$ cat src/rtl/peripheral_msi_bus_scheduler.sv
// Round-robin Wishbone scheduler: shares one slave port among NUM_PORTS masters for
// whole bus cycles, with a stall watchdog that aborts hung cycles with an error.
module peripheral_msi_bus_scheduler #(
    parameter int unsigned NUM_PORTS = 6,
    parameter int unsigned AW        = 32,
    parameter int unsigned DW        = 32,
    parameter int unsigned TIMEOUT   = 255
) (
    input  logic                        clk,
    input  logic                        rst,
    input  logic [NUM_PORTS*AW-1:0]     m_adr_i,
    input  logic [NUM_PORTS*DW-1:0]     m_dat_i,
    input  logic [NUM_PORTS*DW/8-1:0]   m_sel_i,
    input  logic [NUM_PORTS-1:0]        m_we_i,
    input  logic [NUM_PORTS-1:0]        m_cyc_i,
    input  logic [NUM_PORTS-1:0]        m_stb_i,
    output logic [DW-1:0]               m_dat_o,
    output logic [NUM_PORTS-1:0]        m_ack_o,
    output logic [NUM_PORTS-1:0]        m_err_o,
    output logic [AW-1:0]               s_adr_o,
    output logic [DW-1:0]               s_dat_o,
    output logic [DW/8-1:0]             s_sel_o,
    output logic                        s_we_o,
    output logic                        s_cyc_o,
    output logic                        s_stb_o,
    input  logic [DW-1:0]               s_dat_i,
    input  logic                        s_ack_i,
    input  logic                        s_err_i,
    output logic [NUM_PORTS-1:0]        grant_o,
    output logic                        timeout_o
);

    localparam int unsigned SW = DW / 8;
    localparam int unsigned OW = (NUM_PORTS > 1) ? $clog2(NUM_PORTS) : 1;
    localparam int unsigned CW = (TIMEOUT > 0) ? $clog2(TIMEOUT + 1) : 1;
    localparam logic [CW-1:0] WD_LAST   = CW'((TIMEOUT > 0) ? TIMEOUT - 1 : 0);
    localparam logic [OW-1:0] LAST_PORT = OW'(NUM_PORTS - 1);

    typedef enum logic [1:0] {
        S_IDLE  = 2'd0,
        S_OWN   = 2'd1,
        S_ABORT = 2'd2
    } state_t;

    state_t          r_state;
    logic [OW-1:0]   r_owner;
    logic [OW-1:0]   r_ptr;
    logic [CW-1:0]   r_wdog;
    logic            r_timeout;

    logic [AW-1:0]   w_adr [NUM_PORTS];
    logic [DW-1:0]   w_dat [NUM_PORTS];
    logic [SW-1:0]   w_sel [NUM_PORTS];
    logic            w_own;
    logic            w_abort;
    logic            w_stall;
    logic            w_found;
    logic [OW-1:0]   w_winner;
    logic [OW-1:0]   w_idx;
    logic [OW-1:0]   w_ptr_next;
    logic [NUM_PORTS-1:0] w_onehot;

    for (genvar g = 0; g < NUM_PORTS; g++) begin : g_unpack
        assign w_adr[g] = m_adr_i[g*AW +: AW];
        assign w_dat[g] = m_dat_i[g*DW +: DW];
        assign w_sel[g] = m_sel_i[g*SW +: SW];
    end

    // First requesting port at or above the rotation pointer, wrapping around.
    always_comb begin
        w_found  = 1'b0;
        w_winner = '0;
        w_idx    = '0;
        for (int unsigned i = 0; i < NUM_PORTS; i++) begin
            w_idx = OW'((32'(r_ptr) + i) % NUM_PORTS);
            if (!w_found && m_cyc_i[w_idx]) begin
                w_found  = 1'b1;
                w_winner = w_idx;
            end
        end
    end

    assign w_own      = (r_state == S_OWN);
    assign w_abort    = (r_state == S_ABORT);
    assign w_onehot   = NUM_PORTS'(1) << r_owner;
    assign w_ptr_next = (r_owner == LAST_PORT) ? '0 : r_owner + 1'b1;

    assign s_adr_o   = w_own ? w_adr[r_owner] : '0;
    assign s_dat_o   = w_own ? w_dat[r_owner] : '0;
    assign s_sel_o   = w_own ? w_sel[r_owner] : '0;
    assign s_we_o    = w_own & m_we_i[r_owner];
    assign s_cyc_o   = w_own & m_cyc_i[r_owner];
    assign s_stb_o   = w_own & m_stb_i[r_owner];
    assign w_stall   = s_stb_o & ~s_ack_i & ~s_err_i;

    // Slave responses reach only the owner; an abort reports a single err beat.
    assign m_dat_o   = s_dat_i;
    assign m_ack_o   = (w_own && s_ack_i) ? w_onehot : '0;
    assign m_err_o   = ((w_own && s_err_i) || (w_abort && r_timeout)) ? w_onehot : '0;
    assign grant_o   = (w_own || w_abort) ? w_onehot : '0;
    assign timeout_o = r_timeout;

    always_ff @(posedge clk or negedge rst) begin
        if (!rst) begin
            r_state   <= S_IDLE;
            r_owner   <= '0;
            r_ptr     <= '0;
            r_wdog    <= '0;
            r_timeout <= 1'b0;
        end else begin
            r_timeout <= 1'b0;
            case (r_state)
                S_IDLE: begin
                    r_wdog <= '0;
                    if (w_found) begin
                        r_owner <= w_winner;
                        r_state <= S_OWN;
                    end
                end
                S_OWN: begin
                    if (!m_cyc_i[r_owner]) begin
                        r_state <= S_IDLE;
                        r_ptr   <= w_ptr_next;
                        r_wdog  <= '0;
                    end else if (TIMEOUT != 0 && w_stall) begin
                        if (r_wdog == WD_LAST) begin
                            r_state   <= S_ABORT;
                            r_timeout <= 1'b1;
                            r_wdog    <= '0;
                        end else begin
                            r_wdog <= r_wdog + 1'b1;
                        end
                    end else begin
                        r_wdog <= '0;
                    end
                end
                S_ABORT: begin
                    if (!m_cyc_i[r_owner]) begin
                        r_state <= S_IDLE;
                        r_ptr   <= w_ptr_next;
                    end
                end
                default: r_state <= S_IDLE;
            endcase
        end
    end

endmodule

$ cat config.mk
export PLATFORM = sky130hd
export DESIGN_NAME = peripheral_msi_bus_scheduler
export DESIGN_NICKNAME = d
export VERILOG_FILES = /design/src/rtl/peripheral_msi_bus_scheduler.sv
export SDC_FILE = /design/constraint.sdc
export NUM_CORES = 1
export LEC_CHECK = 0
export ABC_AREA = 0
export BUFFER_PORTS_ARGS = -buffer_cell sky130_fd_sc_hd__buf_2
export CAP_MARGIN = 15
export CORE_AREA = 4 4 224 226
export DETAILED_ROUTE_END_ITERATION = 7
export DIE_AREA = 0 0 228 230
export PLACE_DENSITY_LB_ADDON = 0.1
export SLEW_MARGIN = 20
export SYNTH_ARGS = -nofsm -noshare
export SYNTH_HDL_FRONTEND = slang
export SYNTH_SLANG_ARGS = --single-unit
$ cat constraint.sdc
create_clock -name clk -period 3.2 [get_ports clk]
set_clock_uncertainty 0.2 [all_clocks]
set_input_delay 0.64 -clock clk [delete_from_list [all_inputs] [get_ports clk]]
set_output_delay 0.64 -clock clk [all_outputs]
set_load 0.02 [all_outputs]
==> results.json <==
{
  "crit_type": "register to output port",
  "status": "finished, violations left",
  "die_h_um": 230,
  "p_leak_nw": 4.68,
  "grt_max_degree": 45,
  "hold_viol_final": 0,
  "drt-total-wl_um": 41600,
  "wl_per_cell_um": 23.0,
  "critPathArrivalTime_ns": 2.37,
  "p_sw_frac": 0.547,
  "critical_path_required_ns": 2.36,
  "start_util": 0.122,
  "htree_levels": 1,
  "clkLatencyLatePin_ns": 0.26,
  "crit_chain": "buf_12 -> buf_16 -> mux4_2 -> nand2_1 -> o21ai_0 -> and2_1 -> buf_2",
  "worst_pin_slew_ns": 0.685,
  "die_width_um": 228,
  "die_area_sq_um": 52400,
  "total_power_w": 0.00897,
  "firstDrtPassIters": 5,
  "io_buffers": 519,
  "crit_family": "buffers and inverters",
  "drive_gt1_frac": 0.585,
  "seq_power_share": 0.038,
  "cts_sinks": 17,
  "grt_pass1_vias": 7906,
  "min_period_ns": 3.21,
  "power_frac_comb": 0.931,
  "ys.flop_type": "dfrtp_1",
  "power.density_nw_per_um2": 945,
  "place_ws_ns": 0.0947,
  "violations": "setup timing",
  "syn-num-nets": 1180,
  "startpoint_type": "register",
  "layout_commonest_cell": "buf_2",
  "cts_tree": "built",
  "setup_ws_ns": -0.00626,
  "drtIter0Drc": 322,
  "synthToLayoutAreaGrowth_pct": 60.3,
  "fmax_mhz": 312,
  "syn-instance-count": 702,
  "p_clk_frac": 0.031,
  "hp-class": "primary input to async pin",
  "crit_fanout": 15,
  "syn_area_per_cell_sq_um": 8.43,
  "ctsRootBufferMaster": "clkbuf_16",
  "holdBufCountCts": 0,
  "fillers": 5535,
  "grt_pass1_wl_um": 57900,
  "ys_top_cells_by_area": "mux4_2 (27%), mux2i_1 (13%), and2_1 (7.9%), dfrtp_1 (7.2%), o21ai_0 (7.1%)",
  "ys_types": 74,
  "synth_edf_count": 0,
  "track_usage": 0.147,
  "via_count": 7400,
  "ant_nets": 0,
  "crit_buf_inv": 3,
  "drv_cap": 0,
  "synth_warnings": 0,
  "hpwl_um": 36600,
  "num_rows": 81,
  "synth_area_leader_cell": "mux4_2",
  "syn_area_sq_um": 5920,
  "cts_buffers": 3,
  "slew_viol_final": 0,
  "async_flop_share": 1.00,
  "relSlewSlack": 0.539,
  "avgViaCountPerCell": 4.09,
  "clk_pin_slew_ns": 0.06,
  "fin_util": 0.196,
  "rsz0062_at_grt": "true",
  "ys_seq_area_frac": 0.0719,
  "ir_drop_mv": 0.301,
  "finalCritPeriodShare": 1.00,
  "final_nets": 1659,
  "core-area_sq_um": 48300,
  "overflow": 0,
  "yosysTopAreaCellShare": 0.274,
  "ios": 584,
  "netSwitchingPower_w": 0.00491,
  "antenna_found_initial": 3,
  "slowest_stage": "mux4_2",
  "final_cell_mix": "buf_2 (518), nand2_1 (91), o21ai_0 (80), mux2i_1 (74), mux4_2 (72)",
  "end_kind": "output port",
  "cts_max_path_buffers": 2,
  "slowest_delay_ns": 0.52,
  "intPower_w": 0.00406,
  "route.detailed.drc": 0,
  "report.final.setup_viol": 1,
  "gp_congestion": 0.863,
  "ys_seq_elements": 17
}
-- timing repair --
item / CTS / global route
endpoints found under the hold margin: 0 / 0
gates cloned: 0 / 0
gates resized for setup: 12 / 13
setup endpoints to repair: 6 / 28
buffers inserted: 0 / 5
pin swaps: 0 / 2
-- worst paths after layout --
path,from,endpoint,slack (ns),cells after the start
min in group clk,r_wdog[4],r_wdog[4],0.30,1
worst max-delay path,r_owner[0],s_dat_o[11],-0.006,7
max in group asynchronous,rst,r_owner[0],2.33,1
worst min register to register,r_wdog[4],r_wdog[4],0.30,1
worst max register to register,r_ptr[2],r_state[1],0.17,12
worst min-delay path,rst,r_wdog[1],0.12,1
-- synthesized netlist by cell type (2+ instances only) --
library cell / number
mux2i_1: 74
or3_1: 3
nor2_1: 24
o41ai_1: 3
a21oi_1: 14
buf_1: 7
mux2i_2: 2
buf_4: 33
and4_4: 2
o21ai_0: 84
a22oi_1: 2
a21oi_2: 2
a211o_1: 2
a211oi_1: 2
a31oi_1: 7
dfrtp_1: 17
nand4_1: 2
nand3_1: 13
o31a_1: 3
ha_1: 16
nor2b_1: 6
nand2b_1: 7
o211ai_1: 5
buf_2: 14
nor3b_1: 2
o2111ai_1: 2
xor2_1: 3
nor3_1: 7
inv_1: 15
nor4_1: 3
nand2_1: 91
or2_2: 2
o21ai_1: 5
mux4_2: 72
inv_2: 4
and3_1: 3
a41o_1: 2
clkbuf_1: 35
and2_1: 75
mux2_1: 2
nor4bb_1: 2
-- layer usage --
layer  track usage  routed length, um  vias to the layer above
met2         0.264              21100                      346
met3        0.0627               4190                       12
met1         0.170              16000                     3511
met5             0                  0                        -
met4        0.0130                344                        0
li1              -                  -                     3531
-- per-stage QoR --
step	TNS (ns)	cell area, sq um	std cells	hold WS (ns)
6_report	-0.00626	9490	1808	0.118
4_1_cts	0	9380	1797	0.140
5_1_grt	-0.457	9480	1803	0.157
3_5_place_dp	0	9270	1793	0.283
3_3_place_gp	0	9270	1793	0.294
2_1_floorplan	0	5960	702	0.144
-- worst reg2reg max path, stage by stage, from the launching register on --
cell and delay, ns:
dfrtp_2 0.42, buf_12 0.14, buf_4 0.16, a21oi_1 0.16, inv_1 0.06, ha_1 0.30, and4b_1 0.20, o21ai_1 0.13
and4_4 0.25, nor3b_2 0.23, o2111ai_2 0.15, o21bai_1 0.17, mux2_1 0.33
-- sequential cells by signal, indices dropped and copies added, names as in the netlist --
register,cells
r_wdog,8
r_owner,3
r_state,2
r_ptr,3
timeout_o,1
-- cell type report --
type	count	area (sq um)	share of cell area
antenna	6	15.0	0.00158
clock buffer	3	75.1	0.00791
clock inverter	1	7.51	0.000791
inverter	19	71.3	0.00751
multi-input combinational	574	5000	0.527
sequential	17	435	0.0459
tap	622	778	0.0820
timing repair buffer	566	3100	0.327
-- logic make-up after synthesis --
group | count (synthesis) | share of synthesized area
buffers and inverters | 111 | 0.0977
flip-flops | 17 | 0.0719
adder cells (fa/ha/maj) | 16 | 0.0338
multiplexers | 152 | 0.412
AO/OA/AOI/OAI | 148 | 0.151
AND/OR/NAND/NOR | 252 | 0.223
XOR/XNOR | 6 | 0.0114
-- power groups by stage --
| stage | registers [W] | clock network, W | logic (W) |
|---|---|---|---|
| after floorplan | 0.000313 | 0 | 0.00534 |
| after global placement | 0.000357 | 0 | 0.00835 |
| after detailed placement | 0.000355 | 0 | 0.00827 |
| after CTS | 0.000353 | 0.000286 | 0.00839 |
| after global routing | 0.000349 | 0.000294 | 0.00914 |
| final | 0.000341 | 0.000274 | 0.00835 |
No activity file was read; power rests on OpenSTA's default activity.
